--- config.mk ---
export PLATFORM = sky130hd
export DESIGN_NAME = uart_tx_frame
export DESIGN_NICKNAME = d
export VERILOG_FILES = /design/src/rtl/uart_pkg.sv /design/src/rtl/uart_baud_tick.sv /design/src/rtl/uart_tx_frame.sv
export SDC_FILE = /design/constraint.sdc
export NUM_CORES = 1
export LEC_CHECK = 0
export ABC_CLOCK_PERIOD_IN_PS = 6190
export CAP_MARGIN = 20
export CORE_MARGIN = 10
export CORE_UTILIZATION = 57
export CTS_CLUSTER_SIZE = 10
export DETAILED_ROUTE_END_ITERATION = 8
export PLACE_DENSITY = 0.83
export REMOVE_ABC_BUFFERS = 1
export SLEW_MARGIN = 40
export SYNTH_ARGS = -nofsm -noshare
export SYNTH_HDL_FRONTEND = slang
export SYNTH_HIERARCHICAL = 1
export SYNTH_SLANG_ARGS = --single-unit
--- constraint.sdc ---
create_clock -name clk -period 6.19 [get_ports clk]
set_input_delay 0.9285 -clock clk [delete_from_list [all_inputs] [get_ports clk]]
set_output_delay 0.9285 -clock clk [all_outputs]
set_load 0.1 [all_outputs]
--- src/rtl/uart_pkg.sv ---
// Shared types and constants for the UART transmit path and its baud timer.
package uart_pkg;

  typedef enum logic [2:0] {
    IDLE   = 3'd0,
    START  = 3'd1,
    DATA   = 3'd2,
    PARITY = 3'd3,
    STOP   = 3'd4
  } tx_state_t;

  localparam logic LINE_IDLE = 1'b1;
  localparam logic START_LVL = 1'b0;

  function automatic int baud_cnt_w(input int clks_per_bit);
    return (clks_per_bit <= 2) ? 1 : $clog2(clks_per_bit);
  endfunction

  function automatic int bit_cnt_w(input int data_w);
    return $clog2(data_w + 1);
  endfunction

endpackage

--- src/rtl/uart_baud_tick.sv ---
// Bit-period timer: down-counter restarted to 0 on bit entry, bit_done_o pulses on the
// last clock of each CLKS_PER_BIT period. Shared with the future receiver.
module uart_baud_tick
  import uart_pkg::*;
#(
  parameter int CLKS_PER_BIT = 16
) (
  input  logic clk,
  input  logic rst,
  input  logic restart_i,
  output logic bit_done_o
);

  localparam int              W      = baud_cnt_w(CLKS_PER_BIT);
  localparam logic [W-1:0]    RELOAD = W'(CLKS_PER_BIT - 1);
  localparam logic [W-1:0]    ONE    = W'(1);

  logic [W-1:0] cnt_q;
  logic [W-1:0] cnt_d;

  // 0 marks the first clock of a bit; it reloads to CLKS_PER_BIT-1 and counts down to 1.
  always_comb begin
    cnt_d = cnt_q;
    if (restart_i) begin
      cnt_d = '0;
    end else if (cnt_q == '0) begin
      cnt_d = RELOAD;
    end else begin
      cnt_d = cnt_q - ONE;
    end
  end

  always_ff @(posedge clk) begin
    if (rst) begin
      cnt_q <= '0;
    end else begin
      cnt_q <= cnt_d;
    end
  end

  assign bit_done_o = !restart_i && (cnt_q == ONE);

endmodule

--- src/rtl/uart_tx_frame.sv ---
// Framed UART transmitter: start bit, DATA_W data bits LSB first, optional parity, stop bits.
// Build option: define UART_TX_PARITY_EN to insert the parity bit (sense from PARITY_ODD).
module uart_tx_frame
  import uart_pkg::*;
#(
  parameter int DATA_W       = 8,
  parameter int CLKS_PER_BIT = 16,
  parameter int STOP_BITS    = 1,
  parameter int PARITY_ODD   = 0
) (
  input  logic              clk,
  input  logic              rst,
  input  logic [DATA_W-1:0] tx_data,
  input  logic              tx_valid,
  output logic              tx_ready,
  output logic              txd,
  output logic              busy
);

  localparam int               CNT_W     = bit_cnt_w(DATA_W);
  localparam logic [CNT_W-1:0] LAST_DATA = CNT_W'(DATA_W - 1);
  localparam logic [CNT_W-1:0] LAST_STOP = CNT_W'(STOP_BITS - 1);
  localparam logic [CNT_W-1:0] CNT_ONE   = CNT_W'(1);

  tx_state_t         state_q;
  logic [DATA_W-1:0] shift_q;
  logic [CNT_W-1:0]  bit_cnt_q;
  logic              txd_q;
  logic              busy_q;
  logic              line_d;
  logic              baud_restart;
  logic              bit_done;

`ifdef UART_TX_PARITY_EN
  localparam logic ODD_SENSE = (PARITY_ODD != 0);
  logic parity_q;
`endif

  assign tx_ready     = (state_q == IDLE) && !rst;
  assign baud_restart = rst || (state_q == IDLE);

  uart_baud_tick #(
    .CLKS_PER_BIT(CLKS_PER_BIT)
  ) u_baud (
    .clk       (clk),
    .rst       (rst),
    .restart_i (baud_restart),
    .bit_done_o(bit_done)
  );

  // Line level for the current state; registered below, so txd trails state by one clock.
  always_comb begin
    line_d = LINE_IDLE;
    case (state_q)
      IDLE:    line_d = LINE_IDLE;
      START:   line_d = START_LVL;
      DATA:    line_d = shift_q[0];
`ifdef UART_TX_PARITY_EN
      PARITY:  line_d = parity_q;
`endif
      STOP:    line_d = LINE_IDLE;
      default: line_d = LINE_IDLE;
    endcase
  end

  always_ff @(posedge clk) begin
    if (rst) begin
      state_q   <= IDLE;
      shift_q   <= '0;
      bit_cnt_q <= '0;
      txd_q     <= LINE_IDLE;
      busy_q    <= 1'b0;
`ifdef UART_TX_PARITY_EN
      parity_q  <= 1'b0;
`endif
    end else begin
      txd_q  <= line_d;
      busy_q <= (state_q != IDLE);
      case (state_q)
        IDLE: begin
          if (tx_valid) begin
            shift_q   <= tx_data;
            bit_cnt_q <= '0;
`ifdef UART_TX_PARITY_EN
            parity_q  <= (^tx_data) ^ ODD_SENSE;
`endif
            state_q   <= START;
          end
        end
        START: begin
          if (bit_done) state_q <= DATA;
        end
        DATA: begin
          if (bit_done) begin
            shift_q <= shift_q >> 1;
            if (bit_cnt_q == LAST_DATA) begin
              bit_cnt_q <= '0;
`ifdef UART_TX_PARITY_EN
              state_q   <= PARITY;
`else
              state_q   <= STOP;
`endif
            end else begin
              bit_cnt_q <= bit_cnt_q + CNT_ONE;
            end
          end
        end
`ifdef UART_TX_PARITY_EN
        PARITY: begin
          if (bit_done) state_q <= STOP;
        end
`endif
        // bit_cnt is reused to count stop bits
        STOP: begin
          if (bit_done) begin
            if (bit_cnt_q == LAST_STOP) begin
              bit_cnt_q <= '0;
              state_q   <= IDLE;
            end else begin
              bit_cnt_q <= bit_cnt_q + CNT_ONE;
            end
          end
        end
        default: begin
          state_q   <= IDLE;
          bit_cnt_q <= '0;
        end
      endcase
    end
  end

  assign txd  = txd_q;
  assign busy = busy_q;

endmodule

==> tab_implementation.tex, run 1 <==
\begin{tabular}{lr}
\hline
Metric & Value \\
\hline
\multicolumn{2}{l}{\textbf{Run status}} \\
\quad Outcome & finished, final reports clean \\
\multicolumn{2}{l}{\textbf{Floorplanning}} \\
\quad Placement row count & 15 \\
\quad Initial cell density of the core & 62.6\% \\
\quad IO Count & 14 \\
\quad DIE AREA & 0.00413 sq mm \\
\quad Core area & 0.00178 sq mm \\
\quad Floorplan die width & 64.3 microns \\
\quad Die extent in y & 64.3 microns \\
\multicolumn{2}{l}{\textbf{Worst setup path}} \\
\quad Reg-to-reg startpoint & state\_q[2] \\
\quad Worst setup EP type & flop \\
\quad Logic depth of the worst register-to-register path & 10 \\
\quad Setup crit start kind & input pin \\
\quad Arrival time reported for the critical path endpoint & 3.73 ns \\
\quad Maximum fanout count along the critical path & 22 \\
\quad Endpoint of the worst register-to-register path & shift\_q[5] \\
\quad Critical path required time & 6.38 ns \\
\quad Register-to-Register Setup Slack & 3.32 ns \\
\quad Crit Path Class & input pin to flop \\
\multicolumn{2}{l}{\textbf{Min path}} \\
\quad Destination of the worst hold path & shift\_q[7] \\
\quad Hold path startpoint & shift\_q[7] \\
\quad Worst min-delay path category & flop to flop \\
\quad Number of instances on the worst hold path & 2 \\
\multicolumn{2}{l}{\textbf{Clock tree}} \\
\quad Number of sinks on the clock net & 21 \\
\quad Post-CTS setup-driven buffer insertion count & 0 \\
\quad Clock-pin slew on the worst setup and hold paths & 0.11 ns \\
\quad CTS root buffer & clkbuf\_4 \\
\quad Maximum clock insertion buffer count & 2 \\
\quad Count of cells resized by post-cts repair & 0 \\
\quad Clk\_lat worst skew & 0.29 ns \\
\quad Clock buffer count from CTS & 3 \\
\quad TritonCTS clock tree & done \\
\quad Hold buffer count at CTS & 0 \\
\quad Maximum level of the CTS H-tree & 1 \\
\multicolumn{2}{l}{\textbf{Power}} \\
\quad Clock power share & 12.5\% \\
\quad LEAKAGE & 0.437 nW \\
\quad Cell-internal power & 0.000278 W \\
\quad Sequential cell fraction of total power & 40.3\% \\
\quad Combinational fraction of design power & 47.2\% \\
\quad Switching power share of the total & 44.1\% \\
\quad Power Dens Cells & 391 mW/mm\^{}2 \\
\quad Maximum vdd drop & 0.000276 V \\
\quad Switching power summed over all nets & 0.000219 W \\
\multicolumn{2}{l}{\textbf{Synthesis}} \\
\quad Syn. warnings & 6 \\
\quad Distinct cell type count of the synthesized netlist & 37 \\
\quad Sequential fraction of the synthesis area & 37.7\% \\
\quad Proportion of netlist area held by the largest area contributor & 37.7\% \\
\quad Largest area contributor in the netlist & dfxtp\_1 \\
\quad Synth Register Bits & 21 \\
\quad Post-synthesis instance area & 0.00112 sq mm \\
\quad Leading post-synthesis cells by cell area & dfxtp\_1 (38\%), mux2i\_1 (8.1\%), a211oi\_1 (5.4\%) \\
\quad Share of async-settable or async-resettable flops after synthesis & 0\% \\
\quad Synthesized instance count & 127 \\
\quad Most used flip-flop cell after synthesis & dfxtp\_1 \\
\quad EDFF count, synth & 0 \\
\quad Post-Synthesis Mean Instance Area & 8.79 sq um \\
\multicolumn{2}{l}{\textbf{STA}} \\
\quad Slew Limit Headroom & 48.8\% \\
\quad Number of slew-limit violations in the final report & 0 \\
\quad Achievable Freq & 282 MHz \\
\quad Period Utilization, post-route & 57.2\% \\
\quad Tmin final & 3.54 ns \\
\quad Final Hold Viols & 0 \\
\quad Total negative slack & 0 ns \\
\quad RSZ-0062 raised after global routing & no \\
\quad Transition time at the pin with the least slew margin & 0.766 ns \\
\quad Worst clock skew on the final layout & 0.00124 ns \\
\quad Count of final setup violators & 0 \\
\multicolumn{2}{l}{\textbf{Final layout}} \\
\quad Share of cells above drive strength 1 & 10.2\% \\
\quad Net count of the finished layout & 153 \\
\quad Post-layout utilization of the core & 71.2\% \\
\quad Fill cells & 145 \\
\quad Area growth syn-to-layout & 13.8\% \\
\quad Number of antenna diodes & 0 \\
\multicolumn{2}{l}{\textbf{Drt}} \\
\quad WL final & 2.18 mm \\
\quad Wirelength per Cell & 13.4 microns \\
\quad \# DRC & 0 \\
\quad Via-to-Cell Ratio & 5.73 \\
\quad Iteration count of the initial detailed-routing pass & 4 \\
\quad Antenna-violating nets left & 0 \\
\quad Iteration-0 DRC Markers & 10 \\
\quad Count of vias placed by the detailed router & 929 \\
\multicolumn{2}{l}{\textbf{Global route}} \\
\quad Maximum number of pins on one net before global-route repair & 23 \\
\quad GRT overflow & 0 \\
\quad Total GRT Usage & 11.0\% \\
\quad Via count of the first global-routing pass & 898 \\
\quad Wire length of the first global-routing pass & 3.84 mm \\
\quad Number of antenna violations at the first check in global routing & 0 \\
\multicolumn{2}{l}{\textbf{Place}} \\
\quad Input/output buffers & 13 \\
\quad DP HPWL & 1.70 mm \\
\quad Final estimated routing congestion in global placement & 0.828 \\
\multicolumn{2}{l}{\textbf{Flow run}} \\
\quad Max cap viols & 0 \\
\hline
\end{tabular}
-- per-layer routing --
layer,track usage [%],routed length (microns),vias up
met2,18.7,1080,16
met3,3.31,77,2
met5,0,0,-
met4,3.21,23,0
met1,12.9,994,434
li1,-,-,477
-- layout by cell type, fill, tap and decap left out, types with 2 or more instances in the layout --
cell / instances
buf_2: 3
a21oi_1: 6
nand2_1: 6
or4_1: 2
nand3_1: 6
a31oi_1: 2
mux2i_1: 9
clkdlybuf4s50_1: 10
nand3b_1: 2
nor3_1: 4
nor2b_1: 3
inv_1: 8
clkbuf_4: 3
a211oi_1: 8
nor2_1: 15
xnor2_1: 2
ha_1: 4
nor4b_1: 2
dfxtp_1: 21
-- metrics by stage --
| stage | hold slack [ns] | std cells | total power [W] | cell area (sq um) | setup WS [ns] |
|---|---|---|---|---|---|
| floorplan | 0.440 | 119 | 0.000379 | 1070 | 2.22 |
| global placement | 0.461 | 158 | 0.000429 | 1250 | 1.98 |
| detailed placement | 0.474 | 158 | 0.000439 | 1240 | 2.38 |
| CTS | 0.492 | 162 | 0.000502 | 1270 | 2.64 |
| global route | 0.523 | 162 | 0.000535 | 1270 | 2.29 |
| finish | 0.489 | 162 | 0.000497 | 1270 | 2.65 |
-- worst max-delay path by stage --
stage | from | endpoint | slack (ns)
after floorplan | rst | tx_ready | 2.22
after global placement | rst | tx_ready | 1.98
after detailed placement | rst | shift_q[5] | 2.38
after CTS | rst | tx_ready | 2.64
after global routing | rst | shift_q[3] | 2.29
final | rst | shift_q[5] | 2.65
-- layout make-up --
cell class	count	area (sq um)	share of cell area (%)
multi-input cells	90	639	50.3
repair buffers	14	123	9.66
clock buffers	4	26.3	2.07
flip-flops and latches	21	420	33.1
well taps	25	31.3	2.46
inverters	8	30.0	2.36
-- worst max-delay path, cell delays in order --
cell             delay, ns
clkdlybuf4s50_1       0.79
nor2_1                0.27
inv_1                 0.13
nor4b_2               0.55
mux2i_1               0.15
nor3_1                0.33
buf_4                 0.25
nor2_1                0.06
a211oi_1              0.25
-- cell usage after synthesis, types with 2 or more instances --
master,number
nor2b_1,3
nand2_1,6
buf_2,2
dfxtp_1,21
a211oi_1,8
inv_1,8
or4_1,2
mux2i_1,9
nor3_1,4
clkbuf_1,4
a21oi_1,6
nor3b_1,2
nand3b_1,2
nor4b_1,3
xnor2_1,2
nor2_1,15
nand3_1,6
ha_1,4
a31oi_1,2
-- power groups by stage --
stage	registers [W]	logic (W)	clock network, W
after global routing	0.000204	0.000259	0.0000715
after detailed placement	0.000203	0.000235	0
final	0.000200	0.000235	0.0000623
after floorplan	0.000226	0.000153	0
after global placement	0.000199	0.000231	0
after CTS	0.000200	0.000236	0.0000656
-- cell families after synthesis --
| kind of cell | Yosys count | synth area share (%) |
|---|---|---|
| compound gates | 27 | 18.5 |
| simple gates | 48 | 23.1 |
| flops | 21 | 37.7 |
| buf+inv | 16 | 6.61 |
| fa+ha+maj | 4 | 4.48 |
| xor+xnor | 2 | 1.57 |
| mux | 9 | 8.07 |
-- state kept, by name, summed over array words and instances (netlist names) --
signal	count
txd	1
u_baud/cnt_q	4
busy	1
bit_cnt_q	4
shift_q	8
state_q	3
Note: power is estimated with default switching activity, not from simulation.
==> run 2, diff against run 1 <==
--- a/config.mk
+++ b/config.mk
@@ -5,13 +5,13 @@
 export SDC_FILE = /design/constraint.sdc
 export NUM_CORES = 1
 export LEC_CHECK = 0
-export ABC_CLOCK_PERIOD_IN_PS = 6190
+export ABC_CLOCK_PERIOD_IN_PS = 3200
 export CAP_MARGIN = 20
 export CORE_MARGIN = 10
-export CORE_UTILIZATION = 57
+export CORE_UTILIZATION = 48
 export CTS_CLUSTER_SIZE = 10
 export DETAILED_ROUTE_END_ITERATION = 8
-export PLACE_DENSITY = 0.83
+export PLACE_DENSITY = 0.74
 export REMOVE_ABC_BUFFERS = 1
 export SLEW_MARGIN = 40
 export SYNTH_ARGS = -nofsm -noshare
==> constraint.sdc (replaced) <==
create_clock -name clk -period 3.2 [get_ports clk]
set_input_delay 0.48 -clock clk [delete_from_list [all_inputs] [get_ports clk]]
set_output_delay 0.48 -clock clk [all_outputs]
set_load 0.1 [all_outputs]
==> tab_implementation.tex, run 2 (synthesis gave the netlist of run 1 again) <==
\begin{tabular}{lr}
\hline
Metric & Value \\
\hline
\multicolumn{2}{l}{\textbf{STA}} \\
\quad Count of final setup violators & 0 \\
\quad Period Utilization, post-route & 79.3\% \\
\quad Total negative slack & 0 ns \\
\quad Worst clock skew on the final layout & 0.00369 ns \\
\quad Achievable Freq & 394 MHz \\
\quad Number of slew-limit violations in the final report & 0 \\
\quad Slew Limit Headroom & 65.4\% \\
\quad Final Hold Viols & 0 \\
\quad RSZ-0062 raised after global routing & no \\
\quad Minimum hold slack & 0.496 ns \\
\quad Tmin final & 2.54 ns \\
\quad Transition time at the pin with the least slew margin & 0.519 ns \\
\multicolumn{2}{l}{\textbf{Floorplanning}} \\
\quad Die extent in y & 68.2 microns \\
\quad Core area & 0.00221 sq mm \\
\quad IO Count & 14 \\
\quad Floorplan die width & 68.2 microns \\
\quad DIE AREA & 0.00465 sq mm \\
\quad Initial cell density of the core & 50.5\% \\
\quad Placement row count & 17 \\
\multicolumn{2}{l}{\textbf{Global route}} \\
\quad Wire length of the first global-routing pass & 4.08 mm \\
\quad GRT overflow & 0 \\
\quad Maximum number of pins on one net before global-route repair & 22 \\
\quad Via count of the first global-routing pass & 958 \\
\quad Number of antenna violations at the first check in global routing & 0 \\
\quad Total GRT Usage & 11.0\% \\
\multicolumn{2}{l}{\textbf{Place}} \\
\quad Input/output buffers & 13 \\
\quad Cell area after placement & 0.00127 sq mm \\
\quad DP HPWL & 1.79 mm \\
\quad Final estimated routing congestion in global placement & 0.842 \\
\multicolumn{2}{l}{\textbf{Drt}} \\
\quad WL final & 2.34 mm \\
\quad Iteration count of the initial detailed-routing pass & 5 \\
\quad Count of vias placed by the detailed router & 950 \\
\quad Via-to-Cell Ratio & 5.62 \\
\quad Antenna-violating nets left & 0 \\
\quad Wirelength per Cell & 13.8 microns \\
\quad \# DRC & 0 \\
\quad Iteration-0 DRC Markers & 29 \\
\multicolumn{2}{l}{\textbf{Final layout}} \\
\quad Area growth syn-to-layout & 16.6\% \\
\quad Number of flip-flops in the largest register & 8 \\
\quad Register Area & 420 sq um \\
\quad Non-Filler Cell Area, Final & 0.00130 sq mm \\
\quad Commonest cells after routing, fill and taps aside & dfxtp\_1 (21), nor2\_1 (15), clkdlybuf4s50\_1 (10), mux2i\_1 (9) \\
\quad Area of the multi-input gates & 622 sq um \\
\quad Fill cells & 219 \\
\quad Number of antenna diodes & 0 \\
\quad Most common library cell in the layout ignoring fill and taps & dfxtp\_1 \\
\quad Share of cells above drive strength 1 & 11.3\% \\
\quad Net count of the finished layout & 157 \\
\quad Biggest register & shift\_q \\
\quad Largest regs & shift\_q (8), bit\_cnt\_q (4), u\_baud/cnt\_q (4) \\
\multicolumn{2}{l}{\textbf{Power}} \\
\quad LEAKAGE & 0.459 nW \\
\quad Power Dens Cells & 762 mW/mm\^{}2 \\
\quad Maximum vdd drop & 0.000467 V \\
\multicolumn{2}{l}{\textbf{Worst setup path}} \\
\quad Arrival time reported for the critical path endpoint & 2.74 ns \\
\quad Critical path launch point & state\_q[2] \\
\quad Endpoint of the worst register-to-register path & state\_q[2] \\
\quad Maximum fanout count along the critical path & 10 \\
\quad Register-to-Register Setup Slack & 0.66 ns \\
\quad Crit Path Class & flop to flop \\
\quad Reg-to-reg startpoint & state\_q[2] \\
\quad Critical path required time & 3.40 ns \\
\quad Logic depth of the worst register-to-register path & 10 \\
\quad Critical path endpoint & state\_q[2] \\
\quad Setup crit start kind & flop \\
\quad Worst setup EP type & flop \\
\multicolumn{2}{l}{\textbf{Clock tree}} \\
\quad Hold buffer count at CTS & 0 \\
\quad Count of cells resized by post-cts repair & 0 \\
\quad Maximum level of the CTS H-tree & 1 \\
\quad Clk\_lat worst skew & 0.29 ns \\
\quad CTS root buffer & clkbuf\_4 \\
\quad TritonCTS clock tree & done \\
\quad Maximum clock insertion buffer count & 2 \\
\quad Post-CTS setup-driven buffer insertion count & 0 \\
\quad Clock buffer count from CTS & 3 \\
\quad Number of sinks on the clock net & 21 \\
\quad Clock-pin slew on the worst setup and hold paths & 0.11 ns \\
\multicolumn{2}{l}{\textbf{Flow run}} \\
\quad Max cap viols & 0 \\
\multicolumn{2}{l}{\textbf{Min path}} \\
\quad Worst min-delay path category & flop to flop \\
\multicolumn{2}{l}{\textbf{Run status}} \\
\quad Outcome & finished, final reports clean \\
\hline
\end{tabular}
run 2: cell count changes in the layout (fill, tap and decap cells not counted):
| cell | previous run | this run |
|---|---|---|
| nor4b_1 | 2 | 3 |
| buf_12 | 0 | 1 |
| buf_2 | 3 | 2 |
| nor3b_1 | 1 | 2 |
| buf_4 | 1 | 5 |
| nor3b_4 | 1 | 0 |
| nor4b_2 | 1 | 0 |
run 2: worst min-delay path by stage:
stage	cells past startpoint	from	slack, ns	endpoint
floorplan	2	shift_q[7]	0.44	shift_q[7]
global placement	2	shift_q[7]	0.46	shift_q[7]
detailed placement	2	shift_q[7]	0.47	shift_q[7]
CTS	2	shift_q[7]	0.50	shift_q[7]
global route	2	shift_q[7]	0.51	shift_q[7]
finish	2	shift_q[7]	0.50	shift_q[7]
run 2: per-layer routing:
layer	wire length [microns]	track usage [%]
met5	0	0
met4	14	3.52
met3	106	3.26
met2	1140	19.1
met1	1080	12.5
run 2: layout make-up:
type / instances / share of cell area [%]
clock buffers: 4 / 2.02
inverters: 8 / 2.31
multi-input cells: 90 / 47.8
flip-flops and latches: 21 / 32.3
well taps: 28 / 2.69
repair buffers: 18 / 12.9
run 2: power by group:
group          leakage, nW  switching [W]  total, W  internal, W
Sequential           0.172      0.0000632  0.000385     0.000321
Clock               0.0150      0.0000771  0.000126    0.0000484
Combinational        0.272       0.000289  0.000481     0.000192
Total                0.459       0.000430  0.000991     0.000561
run 2: worst max-delay path: stages, from the launching register on:
cell and delay [ns]:
dfxtp_1 0.53, or2_2 0.24, nor2_1 0.07, nor2_1 0.13, inv_1 0.10, nor4b_1 0.26
buf_4 0.20, mux2i_1 0.08, a221oi_1 0.48, a21oi_1 0.14, a41o_1 0.22
run 2: through the flow:
| step | std cells | power [W] | setup WS, ns | util [%] |
|---|---|---|---|---|
| after floorplan | 119 | 0.000734 | -0.0875 | - |
| after global placement | 165 | 0.000865 | 0.619 | 58.1 |
| after detailed placement | 165 | 0.000873 | 0.547 | 57.6 |
| after CTS | 169 | 0.000998 | 0.650 | 58.8 |
| after global routing | 169 | 0.00106 | 0.314 | 58.8 |
| final | 169 | 0.000991 | 0.662 | 58.8 |
